## config.mk

```make
export PLATFORM = sky130hd
export DESIGN_NAME = pipelined_barrel_shifter_flat
export DESIGN_NICKNAME = d
export VERILOG_FILES = /design/src/rtl/shifter_pkg.sv /design/src/rtl/pipelined_barrel_shifter_if.sv /design/src/rtl/pipelined_barrel_shifter_shift_stage.sv /design/src/rtl/pipelined_barrel_shifter.sv /design/src/flat_wrapper.sv
export SDC_FILE = /design/constraint.sdc
export NUM_CORES = 1
export LEC_CHECK = 0
export CORE_ASPECT_RATIO = 1.75
export CORE_MARGIN = 2
export CORE_UTILIZATION = 32
export CTS_CLUSTER_SIZE = 28
export DETAILED_ROUTE_END_ITERATION = 8
export PLACE_DENSITY = 0.5
export SYNTH_ARGS = -nofsm -noshare
export SYNTH_HDL_FRONTEND = slang
export SYNTH_HIERARCHICAL = 1
export SYNTH_SLANG_ARGS = --single-unit
```

## constraint.sdc

```tcl
create_clock -name clk -period 8 [get_ports clk]
set_clock_uncertainty 0.2 [all_clocks]
set_input_delay 1.6 -clock clk [delete_from_list [all_inputs] [get_ports clk]]
set_output_delay 1.6 -clock clk [all_outputs]
set_load 0.05 [all_outputs]
```

## src/rtl/shifter_pkg.sv

```systemverilog
// Shared op-code encoding and helpers for the pipelined barrel shifter.
package shifter_pkg;

    localparam int OP_W = 3;

    localparam logic [OP_W-1:0] OP_SLL = 3'd0;
    localparam logic [OP_W-1:0] OP_SRL = 3'd1;
    localparam logic [OP_W-1:0] OP_SRA = 3'd2;
    localparam logic [OP_W-1:0] OP_ROR = 3'd3;
    localparam logic [OP_W-1:0] OP_ROL = 3'd4;

    function automatic logic op_is_legal(input logic [OP_W-1:0] op);
        logic legal;
        case (op)
            OP_SLL, OP_SRL, OP_SRA, OP_ROR, OP_ROL: legal = 1'b1;
            default:                                legal = 1'b0;
        endcase
        return legal;
    endfunction

endpackage

```

## src/rtl/pipelined_barrel_shifter_if.sv

```systemverilog
// Request/response handshake bundle between the EX stage and the shifter.
interface pipelined_barrel_shifter_if
    import shifter_pkg::*;
#(
    parameter int DATA_WIDTH = 32,
    parameter int ADDR_WIDTH = 5
) ();

    logic                  in_valid;
    logic                  in_ready;
    logic [DATA_WIDTH-1:0] data_in;
    logic [ADDR_WIDTH-1:0] shift_count;
    logic [OP_W-1:0]       op;
    logic                  out_valid;
    logic                  out_ready;
    logic [DATA_WIDTH-1:0] data_out;
    logic                  out_err;

    modport master (
        output in_valid, data_in, shift_count, op, out_ready,
        input  in_ready, out_valid, data_out, out_err
    );

    modport slave (
        input  in_valid, data_in, shift_count, op, out_ready,
        output in_ready, out_valid, data_out, out_err
    );

endinterface

```

## src/rtl/pipelined_barrel_shifter_shift_stage.sv

```systemverilog
// One combinational layer of the shift network: moves data by 2**STAGE when enabled.
module shift_stage
    import shifter_pkg::*;
#(
    parameter int DATA_WIDTH = 32,
    parameter int STAGE      = 0
) (
    input  logic [DATA_WIDTH-1:0] data_i,
    input  logic [OP_W-1:0]       op_i,
    input  logic                  sign_i,
    input  logic                  en_i,
    output logic [DATA_WIDTH-1:0] data_o
);

    localparam int SH = 1 << STAGE;

    // Per-op shift/rotate selection; illegal ops pass data through.
    always_comb begin
        data_o = data_i;
        if (en_i) begin
            case (op_i)
                OP_SLL:  data_o = {data_i[DATA_WIDTH-SH-1:0], {SH{1'b0}}};
                OP_SRL:  data_o = {{SH{1'b0}}, data_i[DATA_WIDTH-1:SH]};
                OP_SRA:  data_o = {{SH{sign_i}}, data_i[DATA_WIDTH-1:SH]};
                OP_ROR:  data_o = {data_i[SH-1:0], data_i[DATA_WIDTH-1:SH]};
                OP_ROL:  data_o = {data_i[DATA_WIDTH-SH-1:0], data_i[DATA_WIDTH-1:DATA_WIDTH-SH]};
                default: data_o = data_i;
            endcase
        end else begin
            data_o = data_i;
        end
    end

endmodule

```

## src/rtl/pipelined_barrel_shifter.sv

```systemverilog
// log2(DATA_WIDTH)-stage pipelined shifter with valid/ready at both ends and flush.
module pipelined_barrel_shifter
    import shifter_pkg::*;
#(
    parameter int DATA_WIDTH = 32,
    parameter int ADDR_WIDTH = 5
) (
    input  logic clk,
    input  logic rst,
    input  logic flush,
    pipelined_barrel_shifter_if.slave bus
);

    localparam int NS = ADDR_WIDTH;
    // op/sign/count are consumed by the following stage only, so the last stage has none.
    localparam int NP = ADDR_WIDTH - 1;

    logic [DATA_WIDTH-1:0] data_q [NS];
    logic [DATA_WIDTH-1:0] data_d [NS];
    logic [DATA_WIDTH-1:0] stage_out [NS];
    logic [NS-1:0]         valid_q, valid_d;
    logic [NS-1:0]         err_q, err_d;
    logic [OP_W-1:0]       op_q [NP];
    logic [OP_W-1:0]       op_d [NP];
    logic [ADDR_WIDTH-1:0] cnt_q [NP];
    logic [ADDR_WIDTH-1:0] cnt_d [NP];
    logic [NP-1:0]         sign_q, sign_d;
    logic                  stall;

    for (genvar k = 0; k < NS; k++) begin : g_stage
        logic [DATA_WIDTH-1:0] din;
        logic [OP_W-1:0]       opin;
        logic                  sgn;
        logic                  en;
        if (k == 0) begin : g_first
            assign din  = bus.data_in;
            assign opin = bus.op;
            assign sgn  = bus.data_in[DATA_WIDTH-1];
            assign en   = bus.shift_count[0];
        end else begin : g_rest
            assign din  = data_q[k-1];
            assign opin = op_q[k-1];
            assign sgn  = sign_q[k-1];
            assign en   = cnt_q[k-1][k];
        end
        shift_stage #(.DATA_WIDTH(DATA_WIDTH), .STAGE(k)) u_stage (
            .data_i (din),
            .op_i   (opin),
            .sign_i (sgn),
            .en_i   (en),
            .data_o (stage_out[k])
        );
    end

    // Next-state for every stage register: flush clears valids, stall holds everything.
    always_comb begin
        stall   = valid_q[NS-1] & ~bus.out_ready;
        data_d  = data_q;
        valid_d = valid_q;
        err_d   = err_q;
        op_d    = op_q;
        cnt_d   = cnt_q;
        sign_d  = sign_q;
        if (flush) begin
            valid_d = {NS{1'b0}};
        end else if (stall) begin
            valid_d = valid_q;
        end else begin
            valid_d[0] = bus.in_valid;
            data_d[0]  = stage_out[0];
            err_d[0]   = ~op_is_legal(bus.op);
            op_d[0]    = bus.op;
            cnt_d[0]   = bus.shift_count;
            sign_d[0]  = bus.data_in[DATA_WIDTH-1];
            for (int k = 1; k < NS; k++) begin
                valid_d[k] = valid_q[k-1];
                data_d[k]  = stage_out[k];
                err_d[k]   = err_q[k-1];
            end
            for (int k = 1; k < NP; k++) begin
                op_d[k]   = op_q[k-1];
                cnt_d[k]  = cnt_q[k-1];
                sign_d[k] = sign_q[k-1];
            end
        end
    end

    // Stage register bank with asynchronous clear.
    always_ff @(posedge clk or posedge rst) begin
        if (rst) begin
            valid_q <= {NS{1'b0}};
            err_q   <= {NS{1'b0}};
            sign_q  <= {NP{1'b0}};
            for (int k = 0; k < NS; k++) begin
                data_q[k] <= {DATA_WIDTH{1'b0}};
            end
            for (int k = 0; k < NP; k++) begin
                op_q[k]  <= {OP_W{1'b0}};
                cnt_q[k] <= {ADDR_WIDTH{1'b0}};
            end
        end else begin
            valid_q <= valid_d;
            err_q   <= err_d;
            sign_q  <= sign_d;
            data_q  <= data_d;
            op_q    <= op_d;
            cnt_q   <= cnt_d;
        end
    end

    assign bus.in_ready  = ~stall;
    assign bus.out_valid = valid_q[NS-1];
    assign bus.data_out  = data_q[NS-1];
    assign bus.out_err   = err_q[NS-1];

endmodule
```

## src/flat_wrapper.sv

```systemverilog
// flat-port wrapper written by rule: the top's interface ports become plain ports
module pipelined_barrel_shifter_flat import shifter_pkg::*;
#(
    parameter int DATA_WIDTH = 32,
    parameter int ADDR_WIDTH = 5
)
  (clk, rst, flush, bus_in_valid, bus_data_in, bus_shift_count, bus_op, bus_out_ready, bus_in_ready, bus_out_valid, bus_data_out, bus_out_err);
  pipelined_barrel_shifter_if #(.DATA_WIDTH(DATA_WIDTH), .ADDR_WIDTH(ADDR_WIDTH)) bus_i ();
  input  logic clk;
  input  logic rst;
  input  logic flush;
  input wire logic [$bits(bus_i.in_valid)-1:0] bus_in_valid;
  input wire logic [$bits(bus_i.data_in)-1:0] bus_data_in;
  input wire logic [$bits(bus_i.shift_count)-1:0] bus_shift_count;
  input wire logic [$bits(bus_i.op)-1:0] bus_op;
  input wire logic [$bits(bus_i.out_ready)-1:0] bus_out_ready;
  output wire logic [$bits(bus_i.in_ready)-1:0] bus_in_ready;
  output wire logic [$bits(bus_i.out_valid)-1:0] bus_out_valid;
  output wire logic [$bits(bus_i.data_out)-1:0] bus_data_out;
  output wire logic [$bits(bus_i.out_err)-1:0] bus_out_err;
  assign bus_i.in_valid = bus_in_valid;
  assign bus_i.data_in = bus_data_in;
  assign bus_i.shift_count = bus_shift_count;
  assign bus_i.op = bus_op;
  assign bus_i.out_ready = bus_out_ready;
  assign bus_in_ready = bus_i.in_ready;
  assign bus_out_valid = bus_i.out_valid;
  assign bus_data_out = bus_i.data_out;
  assign bus_out_err = bus_i.out_err;
  pipelined_barrel_shifter #(.DATA_WIDTH(DATA_WIDTH), .ADDR_WIDTH(ADDR_WIDTH)) u_core (.clk(clk), .rst(rst), .flush(flush), .bus(bus_i));
endmodule
```

== After elaboration in Yosys (flattened, before gate mapping) ==
Index checks and enable logic that the tools add are counted.

* Equal/unequal tests: 21
* Bitwise gates (word level): 5
* Multiplexer cells: 15
* Reductions and logical operators: 8

{| class="wikitable"
|+ Operators by type and width
! kind !! count
|-
| $pmux W32 S5 || 4
|-
| $mux W32 || 5
|-
| $pmux W32 S4 || 1
|-
| $eq A3 B2 Y1 const B || 10
|-
| $eq A3 B1 Y1 const B || 5
|-
| $eq A3 B3 Y1 const B || 5
|-
| $logic_not A3 Y1 || 5
|-
| $mux W5 || 2
|-
| $reduce_or A5 Y1 || 1
|-
| $not A1 Y1 || 4
|-
| $mux W1 || 3
|-
| $ne A2 B2 Y1 const B || 1
|-
| $reduce_and A2 Y1 || 1
|-
| $reduce_or A2 Y1 || 1
|-
| $and A1 B1 Y1 || 1
|}

* Flip-flop bits (word level): 206
* Word-level logic and storage cells: 65
* Output and inout bits: 35

== Depth between registers and ports, before layout ==
* Depth after elaboration: 6
* Gate-level depth with buffers: 7
* Depth with buffers taken out: 4

== By module ==
Netlist, hierarchy kept.

{| class="wikitable"
|+ Modules (own cells, without submodules)
! module !! seq. area each (um2) !! area an instance (um2) !! cells an instance !! times used
|-
| pipelined_barrel_shifter || 4904.7 || 8015.2 || 430 || 1
|-
| shift_stage (u_core.g_stage[0].u_stage) || 0.0 || 842.1 || 88 || 1
|-
| shift_stage (u_core.g_stage[3].u_stage) || 0.0 || 758.2 || 95 || 1
|-
| shift_stage (u_core.g_stage[2].u_stage) || 0.0 || 693.2 || 90 || 1
|-
| shift_stage (u_core.g_stage[4].u_stage) || 0.0 || 679.4 || 79 || 1
|-
| shift_stage (u_core.g_stage[1].u_stage) || 0.0 || 646.9 || 87 || 1
|}

== Least setup slack after synthesis ==
Ideal clock, no wire load.

* Path kind: input-to-output
* Start point: in bus_out_ready
* End point: out bus_in_ready
* Cell stages on the path: 3
* Arrival: 2158 ps
* Data required time: 6200 ps
* Path slack: 4042 ps
* Cells stage by stage: nor2b_1 buf_4 inv_1

* Word-level cells in the longest chain between the ends: 3

{| class="wikitable"
|+ RTL lines
! element !! line !! RTL
|-
| from (decl) || flat_wrapper.sv:16 || <nowiki>input wire logic [$bits(bus_i.out_ready)-1:0] bus_out_ready;</nowiki>
|-
| $not A1 Y1 || pipelined_barrel_shifter.sv:57 || <nowiki>stall = valid_q[NS-1] & ~bus.out_ready;</nowiki>
|-
| $and A1 B1 Y1 || pipelined_barrel_shifter.sv:57 ||
|-
| $not A1 Y1 (no line) || - ||
|-
| to (decl) || flat_wrapper.sv:17 || <nowiki>output wire logic [$bits(bus_i.in_ready)-1:0] bus_in_ready;</nowiki>
|}

No other way between the ends.

== Worst setup path after layout ==
Ends and elaborated chain as after synthesis.

==> metrics.yaml <==
outcome:
  outcome: "finished, final reports clean"
sta:
  min_period_over_period: 0.665
  fin_ws_ns: 2.68
  max_freq_mhz: 188
  max-slew-margin-rel: 0.188
  setup_viol: 0
  tightestPinTransition_ns: 1.22
  grt_setup_unrepaired: "false"
  fin_crit_ns: 5.32
  finalHoldViolations: 0
  tns_ns: 0
  slew_violations: 0
setup_path:
  start_kind: "primary input"
  crit_chain: "clkdlybuf4s50_1 > nor2b_1 > inv_1 > clkdlybuf4s50_1"
  path_buf_inv: 3
  cpLargestDelayFamily: "buffers and inverters"
  crit_required_ns: 6.20
  cp.arrival_ns: 3.52
  worstPathMaxFanout: 8
  cp-end-kind: "primary output"
  crit_top_cell: "clkdlybuf4s50_1"
  cp_slowest_cell: "clkdlybuf4s50_1"
  worst-setup-path-type: "in2out"
  max_stage_delay_ns: 0.76
cells_and_area:
  final_util: 0.365
  area_growth_pct: 12.5
  drive_gt1_frac: 0.326
  final_cells: 1381
  final_common_cell: "dfrtp_1"
  layout_common_cells: "dfrtp_1 (196), mux2_4 (174), o22ai_1 (98)"
  antenna_cells: 0
  fin_nets: 944
  num-fill-cells: 3520
drt:
  wl_per_cell_um: 19.6
  dr_total_vias: 7282
  ant_nets: 0
  firstDrtPassIters: 4
  first_iter_violations: 363
  vias_per_cell: 5.27
  drcViolationCount: 0
  wl_um: 27100
synthesis:
  yosysTopAreaCellShare: 0.422
  ys_types: 47
  synth_edf_count: 0
  ys_ff_latch: 196
  synth_async_sr_flop_share: 1.00
  syn_area_um2: 11600
  synth_area_leader_cell: "dfrtp_1"
  syn_nets: 914
  syn_area_per_cell_um2: 13.4
  synth-seq-area-share: 0.422
  synth_area_leaders: "dfrtp_1 (42%), mux2_4 (22%), a2bb2oi_1 (6.3%), o22ai_1 (5.3%), a2bb2oi_2 (3.9%)"
  yosysWarnings: 6
  synth_ff_type: "dfrtp_1"
  synthCells: 869
cts:
  cts_made_buffers: 17
  clock_latency_ns: 0.45
  htreeDepth: 4
  cts-resized-gates: 0
  cts_buffer_depth: 2
  hold_buffers: 0
  cts_num_sinks: 196
  cts-root-buf: "clkbuf_16"
  cts_tree: "yes"
  clk_pin_slew_ns: 0.07
  cts_setup_buffers: 0
floorplanning:
  pin_count: 80
  die-area_um2: 38000
  dieHeight_um: 256
  start_util: 0.324
  core-area_um2: 35900
  die_w_um: 148
  rows: 92
place:
  post-dp-hpwl_um: 20100
  place_ws_ns: 2.71
  dp_cells: 1350
  port_buffers: 79
  place.gp.congestion: 0.810
worst_hold_path:
  hp-class: "reg2reg"
power_and_ir_drop:
  finalPower_mw: 4.41
  ir_drop_v: 0.000155
  power_leakage_nw: 5.42
  powerDensity_nw_per_um2: 336
grt:
  grt_max_degree: 82
  overflow: 0
  grt_pass1_vias: 7565
  grt_util_all_layers: 0.147
  grt_pass1_wl_um: 44000
  grt_antenna_before_repair: 0
run:
  maxCapViolCount: 0
==> cells by family (layout without fill, tap and decap cells) <==
| family | Yosys count | count (layout) | share of synthesized area |
|---|---|---|---|
| simple gates | 73 | 73 | 0.0409 |
| buf+inv | 84 | 126 | 0.0555 |
| compound gates | 308 | 308 | 0.225 |
| mux | 208 | 208 | 0.257 |
| flops | 196 | 196 | 0.422 |
==> where the power goes <==
part | total, mW | leakage, nW | internal (mW) | switching, mW
logic | 1.84 | 2.89 | 1.01 | 0.833
clock network | 0.896 | 0.296 | 0.521 | 0.375
registers | 1.67 | 2.24 | 1.31 | 0.354
total | 4.41 | 5.42 | 2.84 | 1.56
==> cell type report <==
type                       count  area (um2)  share of cell area
multi-input combinational    589        6090               0.465
sequential                   196        4900               0.375
timing repair buffer          90         868              0.0663
tap                          470         588              0.0449
clock buffer                  18         429              0.0328
clock inverter                13         185              0.0141
inverter                       5        26.3             0.00201
==> routing by layer <==
metal  track usage  share of wire
met4        0.0720          0.040
met3        0.0212          0.019
met1         0.159           0.39
met5             0              0
met2         0.274           0.55
==> flip-flops by register name, indices dropped and copies added (netlist names) <==
name and count:
u_core/sign_q 4, u_core/g_stage.din 128, u_core/cnt_q 10, u_core/err_q 5, u_core/valid_q 5, u_core/bus.data_out 32
u_core/g_stage.opin 12
==> worst min-delay path, cell delays in order, from the launching register on <==
cell and delay [ns]:
dfrtp_1 0.35, nor2_1 0.05, nor2_1 0.07
==> Yosys cell counts (2+ instances only) <==
library cell and count:
or2_4 2, a21oi_1 6, a32o_1 14, nor3b_1 2, o22a_1 14, buf_4 9
a2bb2oi_2 30, nor2_4 2, o21bai_1 2, o21ai_0 20, a221o_1 14, o21bai_2 2
o22ai_1 98, buf_6 20, or2_1 2, buf_2 18, a2bb2oi_1 84, and2b_1 4
nor2_1 5, mux2_2 32, mux2_4 174, a22o_1 15, clkbuf_1 19, nand2_1 9
inv_1 5, a21boi_4 3, mux2i_1 2, dfrtp_1 196, nand2b_1 5, buf_8 11
buf_1 2, nor2b_1 33
==> path summary, 6_finish.rpt <==
| check | from | endpoint | slack, ns | cells after the start |
|---|---|---|---|---|
| max reg2reg | u_core/cnt_q[12]$_DFFE_PP0P_ | u_core/g_stage[3].din[30]$_DFFE_PP0P_ | 5.12 | 4 |
| max | bus_out_ready | bus_in_ready | 2.68 | 4 |
| max in group asynchronous | rst | u_core/g_stage[2].din[19]$_DFFE_PP0P_ | 4.90 | 3 |
| min | u_core/valid_q[3]$_DFFE_PP0P_ | u_core/valid_q[4]$_DFFE_PP0P_ | 0.30 | 2 |
| min in group asynchronous | rst | u_core/cnt_q[19]$_DFFE_PP0P_ | 1.34 | 2 |
| min reg2reg | u_core/valid_q[3]$_DFFE_PP0P_ | u_core/valid_q[4]$_DFFE_PP0P_ | 0.30 | 2 |
==> metrics by stage <==
step	hold slack, ns	area, um2
floorplan	0.266	11600
global placement	0.281	12500
detailed placement	0.286	12500
CTS	0.305	13100
global route	0.326	13100
finish	0.302	13100
No activity file was read; power rests on OpenSTA's default activity.
